===== config.mk =====
export PLATFORM = sky130hd
export DESIGN_NAME = fnd_scan_ctrl
export DESIGN_NICKNAME = d
export VERILOG_FILES = /design/src/rtl/fnd_scan_ctrl.sv
export SDC_FILE = /design/constraint.sdc
export NUM_CORES = 1
export LEC_CHECK = 0
export ABC_AREA = 1
export CAP_MARGIN = 20
export CORE_UTILIZATION = 46
export DETAILED_ROUTE_END_ITERATION = 12
export DONT_BUFFER_PORTS = 1
export GPL_ROUTABILITY_DRIVEN = 1
export SLEW_MARGIN = 15
export SYNTH_ARGS = -nofsm -noshare
export SYNTH_HDL_FRONTEND = slang
export SYNTH_SLANG_ARGS = --single-unit

===== constraint.sdc =====
create_clock -name PCLK -period 1.65 [get_ports PCLK]
set_input_delay 0.165 -clock PCLK [delete_from_list [all_inputs] [get_ports PCLK]]
set_output_delay 0.165 -clock PCLK [all_outputs]
set_load 0.01 [all_outputs]

===== src/rtl/fnd_scan_ctrl.sv =====
// rtl/fnd_scan_ctrl.sv - APB scan controller for a 4-digit common-anode multiplexed FND
module fnd_scan_ctrl #(
    parameter int          BLANK_CYC = 4,
    parameter logic [15:0] DIV_RST   = 16'd49999
) (
    input  logic        PCLK,
    input  logic        PRESET,
    input  logic [3:0]  PADDR,
    input  logic [31:0] PWDATA,
    input  logic        PWRITE,
    input  logic        PENABLE,
    input  logic        PSEL,
    output logic [31:0] PRDATA,
    output logic        PREADY,
    output logic [3:0]  fndComm,
    output logic [7:0]  fndFont
);

    typedef enum logic [1:0] {IDLE, SHOW, BLANK} state_t;

    localparam logic [15:0] BLANK_LAST = 16'(BLANK_CYC - 1);

    state_t      state;
    logic        en, lzb;
    logic [15:0] fdiv, fdr;
    logic [3:0]  fdp;
    logic [15:0] sh_dat, sh_div, cnt;
    logic [3:0]  sh_dp;
    logic [1:0]  digit;

    logic        apb_access, apb_wr, apb_rd, en_nxt, busy, dark;
    logic [15:0] eff_div;
    logic [31:0] rdata;
    logic [3:0]  code, lz, disp_comm;
    logic [7:0]  disp_font;
    logic        unused_bits;

    function automatic logic [6:0] seg7(input logic [3:0] c);
        case (c)
            4'h0: seg7 = 7'h40;  4'h1: seg7 = 7'h79;
            4'h2: seg7 = 7'h24;  4'h3: seg7 = 7'h30;
            4'h4: seg7 = 7'h19;  4'h5: seg7 = 7'h12;
            4'h6: seg7 = 7'h02;  4'h7: seg7 = 7'h78;
            4'h8: seg7 = 7'h00;  4'h9: seg7 = 7'h10;
            4'hA: seg7 = 7'h08;  4'hB: seg7 = 7'h03;
            4'hC: seg7 = 7'h46;  4'hD: seg7 = 7'h21;
            4'hE: seg7 = 7'h06;  default: seg7 = 7'h0E;
        endcase
    endfunction

    assign apb_access  = PSEL & PENABLE & ~PREADY;
    assign apb_wr      = apb_access & PWRITE;
    assign apb_rd      = apb_access & ~PWRITE;
    // A disable written this very cycle overrides whatever the scan FSM would do
    assign en_nxt      = (apb_wr && PADDR[3:2] == 2'd0) ? PWDATA[0] : en;
    assign busy        = (state != IDLE);
    assign eff_div     = (fdiv == 16'd0) ? 16'd1 : fdiv;
    assign unused_bits = ^{PWDATA[31:16], PADDR[1:0]};

    always_comb begin
        rdata = 32'd0;
        case (PADDR[3:2])
            2'd0: rdata = {21'd0, busy, digit, 6'd0, lzb, en};
            2'd1: rdata = {16'd0, fdiv};
            2'd2: rdata = {16'd0, fdr};
            default: rdata = {28'd0, fdp};
        endcase
    end

    // Leading-zero detection runs on the shadow copy so a frame is blanked consistently
    always_comb begin
        code      = 4'(sh_dat >> {digit, 2'b00});
        lz[3]     = (sh_dat[15:12] == 4'd0);
        lz[2]     = lz[3] && (sh_dat[11:8] == 4'd0);
        lz[1]     = lz[2] && (sh_dat[7:4] == 4'd0);
        lz[0]     = 1'b0;
        dark      = lzb & lz[digit];
        disp_comm = dark ? 4'hF : ~(4'b0001 << digit);
        disp_font = dark ? 8'hFF : {~sh_dp[digit], seg7(code)};
    end

    always_ff @(posedge PCLK or negedge PRESET) begin
        if (!PRESET) begin
            en     <= 1'b0;
            lzb    <= 1'b0;
            fdiv   <= DIV_RST;
            fdr    <= 16'd0;
            fdp    <= 4'd0;
            PREADY <= 1'b0;
            PRDATA <= 32'd0;
        end else begin
            PREADY <= apb_access;
            if (apb_rd)
                PRDATA <= rdata;
            if (apb_wr) begin
                case (PADDR[3:2])
                    2'd0: begin en <= PWDATA[0]; lzb <= PWDATA[1]; end
                    2'd1: fdiv <= PWDATA[15:0];
                    2'd2: fdr  <= PWDATA[15:0];
                    default: fdp <= PWDATA[3:0];
                endcase
            end
        end
    end

    always_ff @(posedge PCLK or negedge PRESET) begin
        if (!PRESET) begin
            state   <= IDLE;
            digit   <= 2'd0;
            cnt     <= 16'd0;
            sh_dat  <= 16'd0;
            sh_dp   <= 4'd0;
            sh_div  <= 16'd0;
            fndComm <= 4'hF;
            fndFont <= 8'hFF;
        end else if (!en_nxt) begin
            state   <= IDLE;
            digit   <= 2'd0;
            cnt     <= 16'd0;
            fndComm <= 4'hF;
            fndFont <= 8'hFF;
        end else begin
            fndComm <= (state == SHOW) ? disp_comm : 4'hF;
            fndFont <= (state == SHOW) ? disp_font : 8'hFF;
            case (state)
                IDLE: begin
                    if (en) begin
                        state  <= SHOW;
                        digit  <= 2'd0;
                        cnt    <= 16'd0;
                        sh_dat <= fdr;
                        sh_dp  <= fdp;
                        sh_div <= eff_div;
                    end
                end
                SHOW: begin
                    if (cnt == sh_div) begin
                        cnt   <= 16'd0;
                        state <= BLANK;
                    end else begin
                        cnt <= cnt + 16'd1;
                    end
                end
                default: begin
                    if (cnt == BLANK_LAST) begin
                        cnt    <= 16'd0;
                        digit  <= digit + 2'd1;
                        state  <= SHOW;
                        sh_div <= eff_div;
                        if (digit == 2'd3) begin
                            sh_dat <= fdr;
                            sh_dp  <= fdp;
                        end
                    end else begin
                        cnt <= cnt + 16'd1;
                    end
                end
            endcase
        end
    end

endmodule


==> impl_metrics.ini <==
[cells_and_area]
fillers = 1058
seq_area_um2 = 3107
syn2layout_area_growth_pct = 34.63
antenna_cells = 0
multiInputGateArea_um2 = 3043
drive_gt1_frac = 0.3020
final_nets = 953
final_cell_mix = nand2_1 (203), inv_1 (104), dfrtp_1 (100)
final_common_cell = nand2_1
stdcell_count = 1090

[timing]
layout_setup_ws_ps = -48.48
min_period_over_period = 1.029
period_needed_ps = 1698
finClkSkew_ps = 8.610
finalSetupViolCount = 31
slew_violations = 0
grt_setup_unrepaired = true
fmax_mhz = 588.8
holdWs_ps = -563.5
finalSetupTns_ps = -545.8
hold_violations = 123

[placement]
numPortBuffers = 0
dp_hpwl_mm = 11.42
dp_cells = 1022
gp_congestion = 0.9353

[worst_setup_path]
critPathMostFrequentCell = nand2_2
r2r_slack_ps = -50
cp_data_required_time_ps = 1960
critPathBufInv = 2
max_stage_delay_ps = 410
critPathTopFamily = simple AND/OR/NAND/NOR gates
crit_chain = nor2_4, nand3_4, nand2_2, nand2_4, nand2_2, inv_2, nand2_2, nand3_4, clkbuf_16, nand2_1, nor2_1
r2r_cells = 11
cp-start-kind = flip-flop
worstSetupEndpointType = flip-flop
crit_cells = 11
slowest_stage = dfrtp_1
criticalPathCategory = flip-flop to flip-flop
critical_path.max_fanout = 7
arrival_ps = 2010

[global_route]
first_global_vias = 5554
grt-ovfl-total = 0
grt_usage = 0.2585
grt_pass1_wl_mm = 28.00
grt_antenna_before_repair = 0
grt_start_max_net_pins = 124

[detailed_routing]
drt_wl_total_mm = 17.69
wl_per_cell_um = 16.23
wl_met1_mm = 7.754
top_layer_used = met4
drc_errors = 0
vias_per_cell = 5.179
routed-wl-met3_um = 792
drt-initial-drc-count = 414
met2_length_mm = 8.565
dr.pass1.iters = 5
antenna_left = 0
vias = 5645

[power_and_ir_drop]
p_int_w = 0.007367
power.switching_w = 0.003970
comb_power_share = 0.280
clkPwrFrac = 0.318
ir_drop_uv = 918.0
p_total_w = 0.01134
p_leak_nw = 4.096
p_per_area_nw_per_um2 = 1340
switching_share = 0.3502
p_seq_frac = 0.402

[yosys]
synth_seq_area_share = 0.4940
async_flop_share = 1.000
netlist_area_um2 = 6284
synth_top_flop_cell = dfrtp_1
syn_avg_cell_area_um2 = 7.874
synthCells = 798
synth_edf_count = 0
yosysWarnings = 0
synth_cell_types = 41
ys_seq_elements = 123

[die]
core_um2 = 13300
start_util = 0.4726
pin_count = 86
die-area_um2 = 14130
num_rows = 42
die_w_um = 118.9
die_h_um = 118.9

[worst_hold_path]
min_path_type = input pin to async pin

[clocking]
postCtsHoldBufs = 17
clk_latency_ps = 420
cts_buffers = 17
clock_path_buffers = 2
cts_tree = done
htreeDepth = 4
cts_sinks = 123
clk_pin_slew_ps = 60
root_buffer = clkbuf_16

[outcome]
violations = hold timing, setup timing
status = complete, but fails checks

[job]
drv_cap = 0
[power by group through the flow]
stage	combinational [W]	sequential, W	clock (W)
6_report	0.00317	0.00456	0.00361
4_1_cts	0.00273	0.00450	0.00364
3_5_place_dp	0.00231	0.00450	0
3_3_place_gp	0.00226	0.00448	0
2_1_floorplan	0.00173	0.00425	0
5_1_grt	0.00353	0.00462	0.00374
[routing by layer]
| metal | vias to the layer above | track usage |
|---|---|---|
| li1 | 2691 | - |
| met1 | 2717 | 0.3329 |
| met2 | 187 | 0.4211 |
| met3 | 50 | 0.04406 |
| met4 | 0 | 0.1305 |
| met5 | - | 0 |
[state kept, by name, indices dropped and copies added, names as in the netlist]
name,cells
PRDATA,16
PREADY,1
cnt,16
digit,2
en,1
fdiv,16
fdp,4
fdr,16
fndComm,4
fndFont,8
lzb,1
sh_dat,16
sh_div,16
sh_dp,4
state,2
[stage by stage]
| stage | instance area [um^2] | worst slack (ps) | utilization | hold slack, ps |
|---|---|---|---|---|
| 2_1_floorplan | 6341 | 39.83 | - | -130.6 |
| 3_3_place_gp | 6897 | -94.82 | 0.5187 | -127.3 |
| 3_5_place_dp | 6897 | -188.1 | 0.5187 | -127.1 |
| 4_1_cts | 8014 | -54.69 | 0.6028 | -572.7 |
| 5_1_grt | 8459 | -133.9 | 0.6363 | -575.4 |
| 6_report | 8459 | -48.48 | 0.6363 | -563.5 |
[cells by family after synthesis]
kind of cell / after synthesis / share of synthesized area
simple gates: 376 / 0.2543
buf+inv: 157 / 0.1111
compound gates: 124 / 0.1097
flops: 123 / 0.4940
fa+ha+maj: 11 / 0.02190
xor+xnor: 6 / 0.008363
other cells: 1 / 0.0005968
[area by class of cell]
class,instances,area share
timing repair buffer,108,0.1266
inverter,116,0.05265
multi-input combinational,535,0.3597
clock inverter,12,0.01376
clock buffer,20,0.05399
sequential,123,0.3673
tap,176,0.02603
[cell usage after synthesis (2+ instances only)]
cell type,n,area (um^2)
nand3_1,43,215.2
nor2_1,61,229.0
o211ai_1,3,22.52
ha_1,11,137.6
clkbuf_1,11,41.29
a21oi_2,4,35.03
buf_2,9,45.04
o21ai_2,2,17.52
o21ai_1,21,105.1
nand4_1,5,31.28
a221oi_1,3,26.28
dfrtp_1,102,2552
dfstp_2,21,551.8
nor2_2,5,31.28
nand2_1,241,904.6
inv_1,110,412.9
a31oi_1,10,62.56
nand2_2,2,12.51
nor4_1,4,25.02
nand3_2,2,20.02
inv_2,5,18.77
o21ai_0,64,320.3
nor3_1,5,25.02
xor2_1,6,52.55
buf_6,3,33.78
buf_4,17,127.6
a21oi_1,11,55.05
nor2_4,4,45.04
[path summary, 6_finish.rpt]
kind                          start  endpoint
hold reg to reg            sh_dp[0]  sh_dp[0]
setup reg to reg             PREADY    cnt[7]
max in group asynchronous    PRESET   fdiv[1]
hold / removal               PRESET  state[0]
setup / recovery             PREADY    cnt[7]
min in group PCLK          PADDR[2]       lzb
[repair_timing]
action | 4_1_cts | 5_1_grt
setup buffers | 8 | 6
hold endpoints to repair | 161 | 123
gates cloned | 6 | 2
pin swaps | 11 | 34
resized for setup | 55 | 103
setup endpoints to repair | 53 | 66
Power figures use the tool's default switching activity.
